<file path="config.mk">
export PLATFORM = sky130hd
export DESIGN_NAME = io_uart_tx_buffer_flat
export DESIGN_NICKNAME = d
export VERILOG_FILES = /design/src/rtl/io_uart_tx_buffer_pkg.sv /design/src/rtl/io_uart_tx_buffer_if.sv /design/src/rtl/io_uart_tx_buffer_sync_fifo.sv /design/src/rtl/io_uart_tx_buffer.sv /design/src/flat_wrapper.sv
export SDC_FILE = /design/constraint.sdc
export NUM_CORES = 1
export LEC_CHECK = 0
export ABC_AREA = 1
export CELL_PAD_IN_SITES_DETAIL_PLACEMENT = 0
export CELL_PAD_IN_SITES_GLOBAL_PLACEMENT = 1
export CORE_ASPECT_RATIO = 1.2
export CORE_MARGIN = 5
export CORE_UTILIZATION = 30
export DETAILED_ROUTE_END_ITERATION = 6
export PLACE_DENSITY = 0.63
export SYNTH_ARGS = -nofsm -noshare
export SYNTH_HDL_FRONTEND = slang
export SYNTH_SLANG_ARGS = --single-unit
</file>
<file path="constraint.sdc">
create_clock -name clk_in -period 2.55 [get_ports clk_in]
set_input_delay 0.255 -clock clk_in [delete_from_list [all_inputs] [get_ports clk_in]]
set_output_delay 0.255 -clock clk_in [all_outputs]
set_load 0.1 [all_outputs]
</file>
<file path="src/rtl/io_uart_tx_buffer_pkg.sv">
// Shared constants for the UART TX buffer: decoded IO addresses, serializer
// state encodings and frame geometry.
package io_uart_tx_buffer_pkg;

  localparam logic [17:0] IO_DATA_ADDR = 18'h30000;
  localparam logic [17:0] IO_HALT_ADDR = 18'h30004;

  localparam logic [1:0] ST_IDLE  = 2'd0;
  localparam logic [1:0] ST_START = 2'd1;
  localparam logic [1:0] ST_DATA  = 2'd2;
  localparam logic [1:0] ST_STOP  = 2'd3;

  // Start bit + 8 data bits + stop bit.
  localparam int UART_FRAME_BITS = 10;

endpackage

</file>
<file path="src/rtl/io_uart_tx_buffer_if.sv">
// CPU-side write bus into the UART TX buffer, plus its back-pressure signal.
interface io_uart_tx_buffer_if;

  logic        rdy_in;
  logic [31:0] mem_a;
  logic [7:0]  mem_dout;
  logic        mem_wr;
  logic        io_buffer_full;

  modport master (output rdy_in, output mem_a, output mem_dout, output mem_wr,
                  input  io_buffer_full);
  modport slave  (input  rdy_in, input  mem_a, input  mem_dout, input  mem_wr,
                  output io_buffer_full);

endinterface

</file>
<file path="src/rtl/io_uart_tx_buffer_sync_fifo.sv">
// Single-clock FIFO with occupancy count; pushes when full and pops when
// empty are ignored.
module sync_fifo #(
  parameter int WIDTH       = 8,
  parameter int DEPTH_WIDTH = 4
) (
  input  logic                   clk,
  input  logic                   rst_n,
  input  logic                   push,
  input  logic                   pop,
  input  logic [WIDTH-1:0]       din,
  output logic [WIDTH-1:0]       dout,
  output logic [DEPTH_WIDTH:0]   count,
  output logic                   full,
  output logic                   empty
);

  localparam int DEPTH = 1 << DEPTH_WIDTH;

  logic [WIDTH-1:0]       mem [DEPTH];
  logic [DEPTH_WIDTH-1:0] wr_ptr;
  logic [DEPTH_WIDTH-1:0] rd_ptr;
  logic                   do_push;
  logic                   do_pop;

  assign full    = (count == (DEPTH_WIDTH + 1)'(DEPTH));
  assign empty   = (count == '0);
  assign do_push = push & ~full;
  assign do_pop  = pop & ~empty;
  assign dout    = mem[rd_ptr];

  // NOTE: the storage array is deliberately not reset; count and the pointers
  // define which entries are valid, and an unreset array can map onto RAM.
  always_ff @(posedge clk) begin
    if (do_push) mem[wr_ptr] <= din;
  end

  always_ff @(posedge clk or negedge rst_n) begin
    if (!rst_n) begin
      wr_ptr <= '0;
      rd_ptr <= '0;
      count  <= '0;
    end else begin
      if (do_push) wr_ptr <= wr_ptr + 1'b1;
      if (do_pop)  rd_ptr <= rd_ptr + 1'b1;
      case ({do_push, do_pop})
        2'b10:   count <= count + 1'b1;
        2'b01:   count <= count - 1'b1;
        default: count <= count;
      endcase
    end
  end

endmodule

</file>
<file path="src/rtl/io_uart_tx_buffer.sv">
// Memory-mapped UART output: captures CPU byte writes into a FIFO, drains it
// as 8N1 frames on uart_tx, and latches the program-end write as halt_seen.
module io_uart_tx_buffer
  import io_uart_tx_buffer_pkg::*;
#(
  parameter int FIFO_DEPTH_WIDTH = 4,
  parameter int FULL_MARGIN      = 2,
  parameter int CLK_PER_BIT      = 868
) (
  input  logic                  clk_in,
  input  logic                  rst_n_in,
  io_uart_tx_buffer_if.slave    bus,
  output logic                  uart_tx,
  output logic                  tx_busy,
  output logic                  overflow,
  output logic                  halt_seen
);

  localparam int BAUD_W = (CLK_PER_BIT > 1) ? $clog2(CLK_PER_BIT) : 1;
  localparam logic [BAUD_W-1:0] BAUD_LAST = BAUD_W'(CLK_PER_BIT - 1);
  localparam logic [FIFO_DEPTH_WIDTH:0] FULL_LEVEL =
    (FIFO_DEPTH_WIDTH + 1)'((1 << FIFO_DEPTH_WIDTH) - FULL_MARGIN);

  logic                      cpu_wr;
  logic                      push;
  logic                      halt_wr;
  logic                      pop;
  logic [7:0]                fifo_dout;
  logic [FIFO_DEPTH_WIDTH:0] fifo_count;
  logic                      fifo_full;
  logic                      fifo_empty;
  logic                      unused_addr_hi;

  logic [1:0]        state;
  logic [BAUD_W-1:0] baud_cnt;
  logic [2:0]        bit_idx;
  logic [7:0]        shreg;
  logic              bit_end;

  // Only the low 18 address bits are decoded.
  assign unused_addr_hi = ^bus.mem_a[31:18];
  assign cpu_wr  = bus.rdy_in & bus.mem_wr;
  assign push    = cpu_wr & (bus.mem_a[17:0] == IO_DATA_ADDR);
  assign halt_wr = cpu_wr & (bus.mem_a[17:0] == IO_HALT_ADDR);

  sync_fifo #(
    .WIDTH       (8),
    .DEPTH_WIDTH (FIFO_DEPTH_WIDTH)
  ) u_fifo (
    .clk   (clk_in),
    .rst_n (rst_n_in),
    .push  (push),
    .pop   (pop),
    .din   (bus.mem_dout),
    .dout  (fifo_dout),
    .count (fifo_count),
    .full  (fifo_full),
    .empty (fifo_empty)
  );

  assign bus.io_buffer_full = (fifo_count >= FULL_LEVEL);
  assign tx_busy            = (state != ST_IDLE) | ~fifo_empty;

  // Popping at the end of a stop bit chains frames with no idle gap.
  assign bit_end = (baud_cnt == '0);
  assign pop     = ~fifo_empty & ((state == ST_IDLE) | ((state == ST_STOP) & bit_end));

  // NOTE: all state below is updated with non-blocking assignments so every
  // register samples the pre-edge values regardless of statement order.
  always_ff @(posedge clk_in or negedge rst_n_in) begin
    if (!rst_n_in) begin
      state    <= ST_IDLE;
      baud_cnt <= '0;
      bit_idx  <= '0;
      shreg    <= '0;
      uart_tx  <= 1'b1;
    end else if (pop) begin
      state    <= ST_START;
      shreg    <= fifo_dout;
      baud_cnt <= BAUD_LAST;
      uart_tx  <= 1'b0;
    end else begin
      case (state)
        ST_START: begin
          if (bit_end) begin
            state    <= ST_DATA;
            bit_idx  <= '0;
            baud_cnt <= BAUD_LAST;
            uart_tx  <= shreg[0];
          end else begin
            baud_cnt <= baud_cnt - 1'b1;
          end
        end
        ST_DATA: begin
          if (bit_end) begin
            baud_cnt <= BAUD_LAST;
            if (bit_idx == 3'd7) begin
              state   <= ST_STOP;
              uart_tx <= 1'b1;
            end else begin
              shreg   <= shreg >> 1;
              uart_tx <= shreg[1];
              bit_idx <= bit_idx + 1'b1;
            end
          end else begin
            baud_cnt <= baud_cnt - 1'b1;
          end
        end
        ST_STOP: begin
          if (bit_end) state <= ST_IDLE;
          else         baud_cnt <= baud_cnt - 1'b1;
          uart_tx <= 1'b1;
        end
        default: begin
          state   <= ST_IDLE;
          uart_tx <= 1'b1;
        end
      endcase
    end
  end

  always_ff @(posedge clk_in or negedge rst_n_in) begin
    if (!rst_n_in) begin
      overflow  <= 1'b0;
      halt_seen <= 1'b0;
    end else begin
      overflow  <= overflow | (push & fifo_full);
      halt_seen <= halt_seen | halt_wr;
    end
  end

endmodule

</file>
<file path="src/flat_wrapper.sv">
// flat-port wrapper written by rule: the top's interface ports become plain ports
module io_uart_tx_buffer_flat import io_uart_tx_buffer_pkg::*;
#(
  parameter int FIFO_DEPTH_WIDTH = 4,
  parameter int FULL_MARGIN      = 2,
  parameter int CLK_PER_BIT      = 868
)
  (clk_in, rst_n_in, uart_tx, tx_busy, overflow, halt_seen, bus_rdy_in, bus_mem_a, bus_mem_dout, bus_mem_wr, bus_io_buffer_full);
  io_uart_tx_buffer_if bus_i ();
  input  logic clk_in;
  input  logic rst_n_in;
  output logic uart_tx;
  output logic tx_busy;
  output logic overflow;
  output logic halt_seen;
  input wire logic [$bits(bus_i.rdy_in)-1:0] bus_rdy_in;
  input wire logic [$bits(bus_i.mem_a)-1:0] bus_mem_a;
  input wire logic [$bits(bus_i.mem_dout)-1:0] bus_mem_dout;
  input wire logic [$bits(bus_i.mem_wr)-1:0] bus_mem_wr;
  output wire logic [$bits(bus_i.io_buffer_full)-1:0] bus_io_buffer_full;
  assign bus_i.rdy_in = bus_rdy_in;
  assign bus_i.mem_a = bus_mem_a;
  assign bus_i.mem_dout = bus_mem_dout;
  assign bus_i.mem_wr = bus_mem_wr;
  assign bus_io_buffer_full = bus_i.io_buffer_full;
  io_uart_tx_buffer #(.FIFO_DEPTH_WIDTH(FIFO_DEPTH_WIDTH), .FULL_MARGIN(FULL_MARGIN), .CLK_PER_BIT(CLK_PER_BIT)) u_core (.clk_in(clk_in), .rst_n_in(rst_n_in), .bus(bus_i), .uart_tx(uart_tx), .tx_busy(tx_busy), .overflow(overflow), .halt_seen(halt_seen));
endmodule
</file>
# == Word level (Yosys, flattened, before mapping) ==
# Memories as Yosys holds them, arrays and structs flattened.
# Cells that the tools add are included.
# word_totals
n_memories,1
ramBits,128
elab_cells,92
regBits,39
output_inout_bits,5
inputBits,44
# mem_list
name,depth,word_bits,read_ports,rd_ports_with_merged_regs,wr,line,source
u_core.u_fifo.mem,16,8,1,0,1,io_uart_tx_buffer_sync_fifo.sv:20,logic [WIDTH-1:0] mem [DEPTH];
# classes
bitwise,15
add_sub_neg,6
n_mux,26
n_reduce_logical,15
n_eq_ne,18
order_cmp,1
# ops
cell,count
equality test 18 bit (second input constant),2
2-to-1 mux 8 bit,4
2-to-1 mux 10 bit,3
case mux 10 bit (2 select lines),1
inequality test 3 x 2 -> 1 bit (second input constant),4
logical NOT 10 bit,1
2-to-1 mux 2 bit,5
case mux 5 bit (2 select lines),1
nonzero test 2 bit,5
subtractor 10 x 1 -> 10 bit (second input constant),1
2-to-1 mux 3 bit,3
adder 4 x 1 -> 4 bit (second input constant),2
AND 1 bit,8
equality test 2 bit (second input constant),3
2-to-1 mux 1 bit,6
case mux 2 bit (3 select lines),1
case mux 3 bit (2 select lines),1
adder 5 x 1 -> 5 bit (second input constant),1
equality test 5 bit (second input constant),1
greater-or-equal comparator 5 x 4 -> 1 bit (second input constant),1
logical NOT 5 bit,1
AND reduction 5 bit,1
subtractor 5 x 1 -> 5 bit (second input constant),1
equality test 2 x 1 -> 1 bit (second input constant),2
other kinds (14),22

# == Logic depth before layout (Yosys ltp) ==
# Gate-level depths: netlist of the first run.
# depth
ltp_word,7
mapped_depth,16
ltp_nobuf,15

# == Hierarchy ==
# From an unflattened synthesis of the first run, not the netlist that was laid out.
# unflattened
hier_cells,841
area_unflattened_um2,7880.1
# modules_own_cells
mod,cells_per_inst,area_each_um2,instances,seq_area_each_um2
sync_fifo,621,6231.0,1,4169.0
io_uart_tx_buffer,220,1649.1,1,651.9

# == Worst setup path before layout of the first run ==
# OpenSTA, ideal clock, no wires.
# synth_path
path_type,register to register
from,reg u_core.baud_cnt[0]
to,reg u_core.u_fifo.count[3]
period_less_slack_ns,2.455
stages_incl_launch_ff,17
required_ns,2.473
arrival_ns,2.378
n_path_buf,1
path_slack_ns,0.095
setup_time_ns,0.077
cell_sequence,dfrtp_1 -> inv_1 -> ha_1 -> nand2_2 -> nor2_4 -> nand3_4 -> a21oi_4 -> buf_6 -> ha_1 -> ha_1 -> nand2_1 -> inv_1 -> o21ai_0 -> nand2_1 -> o21ai_0 -> a21oi_1 -> a21oi_1
# synth_via
elab_chain_cells,7
elab_cells_between_ends,9
classes_between,eq/ne: 2; mux: 1; bitwise: 4; reduce/logical: 2
# synth_rtl
element,line,source
"start, declared",io_uart_tx_buffer.sv:35,logic [BAUD_W-1:0] baud_cnt;
"start signal, assigned",io_uart_tx_buffer.sv:91,baud_cnt <= baud_cnt - 1'b1;
"start signal, assigned",io_uart_tx_buffer.sv:106,baud_cnt <= baud_cnt - 1'b1;
"start signal, assigned",io_uart_tx_buffer.sv:111,else baud_cnt <= baud_cnt - 1'b1;
logical NOT 10 bit *,io_uart_tx_buffer.sv:65,assign bit_end = (baud_cnt == '0);
AND 1 bit *,io_uart_tx_buffer.sv:66,assign pop = ~fifo_empty & ((state == ST_IDLE) | ((state == ST_STOP) & bit_end));
OR 1 bit *,io_uart_tx_buffer.sv:66,
AND 1 bit *,io_uart_tx_buffer.sv:66,
AND 1 bit *,io_uart_tx_buffer_sync_fifo.sv:29,assign do_pop = pop & ~empty;
equality test 2 x 1 -> 1 bit or equality test 2 bit (tied branches),io_uart_tx_buffer_sync_fifo.sv:46,"case ({do_push, do_pop})"
case mux 5 bit (2 select lines) or nonzero test 2 bit (tied branches),--,
"end signal, assigned",io_uart_tx_buffer_sync_fifo.sv:47,2'b10: count <= count + 1'b1;
"end signal, assigned",io_uart_tx_buffer_sync_fifo.sv:48,2'b01: count <= count - 1'b1;
"end signal, assigned",io_uart_tx_buffer_sync_fifo.sv:49,default: count <= count;
"end, declared",io_uart_tx_buffer_sync_fifo.sv:13,"output logic [DEPTH_WIDTH:0] count,"
# Mark *: on every way between the ends. The rest lies on a longest branch, timed or not.
# A chain may end at the register's enable or synchronous reset.

# == Worst setup path in the final report of the first run ==
# layout_path
from,reg u_core.baud_cnt[0]
to,reg u_core.u_fifo.count[4]
# Same word-level chain as after synthesis.

==> flow_summary.toml, run 1 <==
[synthesis]
yosys_warnings = 0
synthTopCellsByCount = "253 x nand2_1, 128 x edfxtp_1, 115 x nand3_1, 77 x inv_1, 66 x nor2_1"
yosysMostFrequentCell = "nand2_1"
synthesis.area_um2 = 7840
synth-edff-count = 128
ys.flop_type = "edfxtp_1"
ys_types = 34
synth_cells = 811
synthArstFlopShare_pct = 23.35
synthesis.nets = 873
synth.top_cells.by_area = "edfxtp_1 49%, dfrtp_1 12%, nand2_1 12%, nand3_1 7.3%, inv_1 3.7%"
avgSynthCellArea_um2 = 9.667
ys_seq_elements = 167
yosysSeqAreaShare_pct = 61.49
synth_top_area_share_pct = 49.03
synth_area_leader_cell = "edfxtp_1"

[critical_path]
worst-path-max-fanout = 4
crit_slowest_cell = "dfrtp_1"
path_class = "flip-flop to flip-flop"
worstSetupEndpoint = "u_core.u_fifo.count[4]"
start_kind = "flip-flop"
cp.required_ps = 2890
critPathMostFrequentCell = "nand2_1"
reg2reg_from = "u_core.baud_cnt[0]"
crit_chain = "inv_1, ha_2, nand2_2, nor2_4, nand3_4, a21oi_4, ha_4, ha_1, nand2_1, nand2_1, a21oi_1, xor2_1, nand2_1, o21ai_0"
cp-startpoint = "u_core.baud_cnt[0]"
critPathTopFamily = "adder cells"
worstRegToRegCells = 14
crit_buf_inv = 1
r2r-end = "u_core.u_fifo.count[4]"
reg2reg_setup_slack_ps = 210
max_stage_delay_ps = 400
arrival_ps = 2680
endpoint_kind = "flip-flop"
path_depth = 14

[power_and_ir_drop]
total_power_mw = 7.062
p_leak_nw = 3.821
ir_drop_mv = 0.3878
p_per_area_nw_per_um2 = 759.4

[detailed_routing]
drt-met1-wl_um = 8240
initialDrtViolationCount = 300
dr.max_layer_used = "met4"
vias = 5457
routed_wl_um = 17940
postRouteAntennaNets = 0
drc = 0
met2_length_um = 9130
wl_per_cell_um = 14.73
via_per_inst = 4.480
wl_met3_um = 352
firstDrtPassIters = 4

[timing]
worstMarginPinSlew_ps = 732.0
finalMaxSlewViolations = 0
finalHoldViolCount = 0
period_minus_slack_ps = 2337
rsz0062_at_grt = "false"
fin_ws_ps = 212.8
relSlewSlack_pct = 51.20
finalSetupViolCount = 0
finalClockSkew_ps = 11.23
period_share_pct = 91.65
max_freq_mhz = 427.9
fin_worst_hold_slack_ps = 313.3

[cts]
worstSkewPairLatency_ps = 430
clock_tree.buffer_depth = 2
cts_tree = "yes"
clk_pin_slew_worst_paths_ps = 70
cts_sinks = 167
root_buffer = "clkbuf_16"
cts_buffers = 17
h-tree-depth = 4

[grt]
grt_max_degree = 67
grt_overflow = 0
grt_pass1_vias = 5290
track_usage_pct = 12.35
grt_pass1_wl_um = 28510
antenna_found_initial = 0

[placement]
dp_hpwl_um = 11810
io_buffers = 34
routabilityCongestion = 0.7611
dp_worst_setup_slack_ps = -202.9

[min_path]
hold_path.class = "primary input to async pin"

[cells_and_area]
drive_above_1_share_pct = 11.26
diodes = 0
finalNetCount = 937
nFillCells = 2626
area_growth_pct = 18.61

[status]
status = "finished, final reports clean"

[floorplanning]
core-area_um2 = 25620
num_rows = 64
start_util_pct = 30.60
fp.dieW_um = 157.6
die_h_um = 187.1
io_pins = 49
die_area_um2 = 29480

[flow_run]
drv_cap = 0
==> through the flow <==
step	std cells	setup TNS, ps	util, %	cell area, µm²
2_1_floorplan	811	0	-	7840
3_3_place_gp	1183	-287.1	33.94	8696
3_5_place_dp	1183	-362.8	33.94	8696
4_1_cts	1216	0	36.16	9266
5_1_grt	1218	0	36.29	9299
6_report	1218	0	36.29	9299
==> logic make-up after synthesis <==
family,synth area share (%)
buf+inv,5.921
simple gates,24.77
xor+xnor,1.341
compound gates,3.511
fa+ha+maj,2.968
flops,61.49
==> cell type report <==
type                       count  area (µm²)  share of cell area [%]
tap                          330       412.9                   4.440
clock buffer                  17       425.4                   4.575
timing repair buffer          74       625.6                   6.728
clock inverter                15       135.1                   1.453
multi-input combinational    534        2572                   27.66
inverter                      81       305.3                   3.283
sequential                   167        4822                   51.86
==> flip-flops by register name, indices dropped and copies added (netlist names) <==
name,flops
u_core.u_fifo.mem,128
u_core.baud_cnt,10
u_core.shreg,8
u_core.u_fifo.count,5
u_core.u_fifo.rd_ptr,4
u_core.u_fifo.wr_ptr,4
u_core.bit_idx,3
u_core.state,2
u_core.halt_seen,1
u_core.overflow,1
u_core.uart_tx,1
==> worst min-delay path by stage <==
stage | slack [ps] | endpoint | from | cells after the start
floorplan | -40 | u_core.baud_cnt[0] | rst_n_in | 0
global placement | 240 | u_core.baud_cnt[5] | rst_n_in | 1
detailed placement | 240 | u_core.baud_cnt[4] | rst_n_in | 1
CTS | 330 | u_core.shreg[0] | rst_n_in | 2
global route | 370 | u_core.shreg[0] | rst_n_in | 2
finish | 310 | u_core.shreg[0] | rst_n_in | 2
==> layout by cell type, fill, tap and decap left out, types with 2 or more instances in the layout <==
| master | n |
|---|---|
| ha_1 | 15 |
| nor2_2 | 2 |
| nand3_1 | 115 |
| inv_6 | 3 |
| clkinv_2 | 2 |
| o21bai_1 | 2 |
| o21ai_1 | 3 |
| nand2_4 | 3 |
| xnor2_1 | 3 |
| xor2_1 | 9 |
| buf_4 | 44 |
| clkinv_1 | 3 |
| inv_1 | 76 |
| o21a_1 | 2 |
| clkinvlp_4 | 4 |
| nand2_1 | 253 |
| nor3_1 | 3 |
| dfrtp_1 | 37 |
| or2_2 | 3 |
| nor2_1 | 65 |
| clkinv_4 | 2 |
| o21ai_0 | 31 |
| nand4_1 | 5 |
| inv_8 | 5 |
| clkdlybuf4s50_1 | 28 |
| a21oi_1 | 7 |
| edfxtp_1 | 128 |
| clkbuf_16 | 17 |
| o21ai_2 | 2 |
| nand2_2 | 3 |
==> what timing repair did <==
item	4_1_cts	5_1_grt
buffers inserted	0	2
resized for setup	0	5
hold buffers	1	0
endpoints found under the setup margin	0	2
hold endpoints to repair	18	0
==> power breakdown <==
group / internal (mW) / switching (mW) / total (mW)
Clock: 1.29 / 1.16 / 2.45
Combinational: 0.506 / 1.00 / 1.51
Sequential: 3.03 / 0.0677 / 3.10
==> layer usage <==
layer / global-route usage [%] / up-vias
met4: 3.277 / 0
met5: 0 / -
met2: 21.19 / 50
met1: 16.07 / 2598
li1: - / 2794
met3: 2.083 / 15
Power figures use the tool's default switching activity.
==> inputs of run 2 (changes only) <==
Settings changed: SYNTH_HIERARCHICAL set to 1.
==> run 2 against run 1 <==
  * Non-clock buffer count grew 2
  * Area after synthesis increased by 0.51%
  * Combinational power decreased by 94%
  * Sequential share of layout area is 0.95 points lower
  * Final cell count is 3.4% higher
  * Sequential cell count did not move
  * Die area up 0.48%
  * Global-route usage is 0.20 points higher
  * Maximum frequency down 0.90%
  * Register-to-register slack got worse by 20 ps
  * Routed wire length shrank 0.91%
  * Critical path type unchanged
  * Critical endpoint is now u_core/u_fifo/count[4]
  * Highest routed layer unchanged
==> flow_summary.toml, run 2 <==
[placement]
dp_hpwl_um = 12060
placed_area_um2 = 8820
io_buffers = 34
routabilityCongestion = 0.7675

[grt]
track_usage_pct = 12.54
grt_max_degree = 82
grt_overflow = 0
grt_pass1_vias = 5335
grt_pass1_wl_um = 28660
antenna_found_initial = 0

[timing]
finalSetupViolCount = 0
finalClockSkew_ps = 18.85
worstMarginPinSlew_ps = 733.6
finalHoldViolCount = 0
finalMaxSlewViolations = 0
tns_ps = 0
fin_worst_hold_slack_ps = 329.4
relSlewSlack_pct = 50.94
rsz0062_at_grt = "false"
period_share_pct = 92.48
period_minus_slack_ps = 2358
max_freq_mhz = 424.0

[cts]
cts_sinks = 167
cts_buffers = 17
h-tree-depth = 4
clock_tree.buffer_depth = 2
cts_tree = "yes"
clk_pin_slew_worst_paths_ps = 80
worstSkewPairLatency_ps = 440
root_buffer = "clkbuf_16"

[detailed_routing]
initialDrtViolationCount = 219
vias = 5424
drc = 0
postRouteAntennaNets = 0
wl_per_cell_um = 14.11
via_per_inst = 4.305
routed_wl_um = 17770
firstDrtPassIters = 4

[synthesis]
synth.top_cells.by_area = "edfxtp_1 49%, nand2_1 14%, dfrtp_1 12%, nand3_1 6.2%, inv_1 4.1%"
synth_top_area_share_pct = 48.78
ys_seq_elements = 167
synth_area_leader_cell = "edfxtp_1"
ys_types = 35
ys.flop_type = "edfxtp_1"
synthTopCellsByCount = "295 x nand2_1, 128 x edfxtp_1, 97 x nand3_1, 87 x inv_1, 86 x nor2_1"
yosys_warnings = 6
synthesis.area_um2 = 7880
synth-edff-count = 128
synth_cells = 841
synthArstFlopShare_pct = 23.35
yosysMostFrequentCell = "nand2_1"
avgSynthCellArea_um2 = 9.370
yosysSeqAreaShare_pct = 61.18
synthesis.nets = 903

[cells_and_area]
final_common_cell = "nand2_1"
utilization_pct = 36.28
largest_reg_flops = 128
diodes = 0
fin_area_um2 = 9472
finalNetCount = 974
top_register = "u_core/u_fifo/mem"
top_regs = "u_core/u_fifo/mem (128), u_core/baud_cnt (10), u_core/shreg (8)"
drive_above_1_share_pct = 12.00
layout_common_cells = "294 x nand2_1, 128 x edfxtp_1, 96 x nand3_1, 86 x nor2_1, 84 x inv_1"
area_growth_pct = 20.20

[critical_path]
path_class = "flip-flop to flip-flop"
worst-path-max-fanout = 5
start_kind = "flip-flop"
endpoint_kind = "flip-flop"
worstRegToRegCells = 21
arrival_ps = 2690
cp.required_ps = 2880

[power_and_ir_drop]
ir_drop_mv = 0.3581
total_power_mw = 5.664
p_per_area_nw_per_um2 = 598.0
p_leak_nw = 4.084

[floorplanning]
fp.dieW_um = 158.0
die_area_um2 = 29620
num_rows = 65
io_pins = 49
start_util_pct = 30.18
core-area_um2 = 26110
die_h_um = 187.5

[flow_run]
drv_cap = 0

[min_path]
hold_path.class = "primary input to async pin"

[status]
status = "finished, final reports clean"
[run 2: repair_timing]
item,CTS,global route
setup buffers,0,2
pin swaps,0,1
setup endpoints to repair,1,3
endpoints found under the hold margin,18,0
gates resized for setup,1,5
hold buffers,1,0
[run 2: routing by layer]
layer	vias up	global-route usage, %	wire length (µm)
li1	2858	-	-
met1	2484	16.20	8178
met2	71	21.54	8961
met3	11	2.493	485
met4	0	3.085	148
met5	-	0	0
[run 2: per-stage QoR]
| stage | worst slack, ps | instances |
|---|---|---|
| 4_1_cts | 36.87 | 1258 |
| 2_1_floorplan | 9.616 | 841 |
| 3_5_place_dp | -2.765 | 1225 |
| 3_3_place_gp | 3.249 | 1225 |
| 6_report | 191.7 | 1260 |
| 5_1_grt | 0.6382 | 1260 |
[run 2: layout make-up]
type / instances / area [µm²]
Clock buffer: 17 / 425.4
Clock inverter: 15 / 181.4
Fill cell: 2624 / 16630
Inverter: 93 / 349.1
Multi-Input combinational cell: 557 / 2609
Sequential cell: 167 / 4822
Tap cell: 335 / 419.2
Timing Repair Buffer: 76 / 665.6
[run 2: path summary, 6_finish.rpt]
| kind | start | to | slack (ps) |
|---|---|---|---|
| setup / recovery | u_core/baud_cnt[1] | u_core/u_fifo/count[4] | 190 |
| hold / removal | rst_n_in | u_core/baud_cnt[3] | 330 |
| setup reg to reg | u_core/baud_cnt[1] | u_core/u_fifo/count[4] | 190 |
| hold reg to reg | u_core/overflow | u_core/overflow | 480 |
| max in group asynchronous | rst_n_in | u_core/shreg[7] | 1530 |
| min in group clk_in | bus_mem_a[2] | u_core/halt_seen | 410 |
[run 2: power by group]
part	leakage [nW]	internal [mW]	switching, mW
sequential	1.60	2.93	0.0000125
combinational	2.18	0.0421	0.0553
clock	0.295	1.41	1.22
total	4.08	4.38	1.28
[run 2: cells by family after synthesis]
group                    Yosys count  synth area share [%]
buffers and inverters            117                 6.033
flip-flops                       167                 61.18
AO/OA/AOI/OAI                     26                 1.874
adder cells (fa/ha/maj)           18                 2.953
XOR/XNOR                          12                 1.334
AND/OR/NAND/NOR                  501                 26.63
[run 2: worst max-delay path, stage by stage, from the launching register on]
cell,delay (ps)
dfrtp_1,400
inv_2,70
ha_2,180
nand3_2,90
nor2_4,100
nand3_2,90
nand2_2,90
nand2_4,50
inv_2,50
nand2_2,80
inv_2,90
ha_4,160
inv_1,70
fa_2,340
inv_1,60
nand2_1,50
nand2_1,80
nand2_1,50
nand2_1,50
nand2_1,40
nand2_1,50
nand2_1,40
==> inputs of run 3 (changes only) <==
Settings changed: CTS_CLUSTER_DIAMETER set to 150, CTS_CLUSTER_SIZE set to 40, SYNTH_HIERARCHICAL 1 to not set.
==> results of run 3 <==
The final DEF is identical to that of run 1; final timing and power are the same.
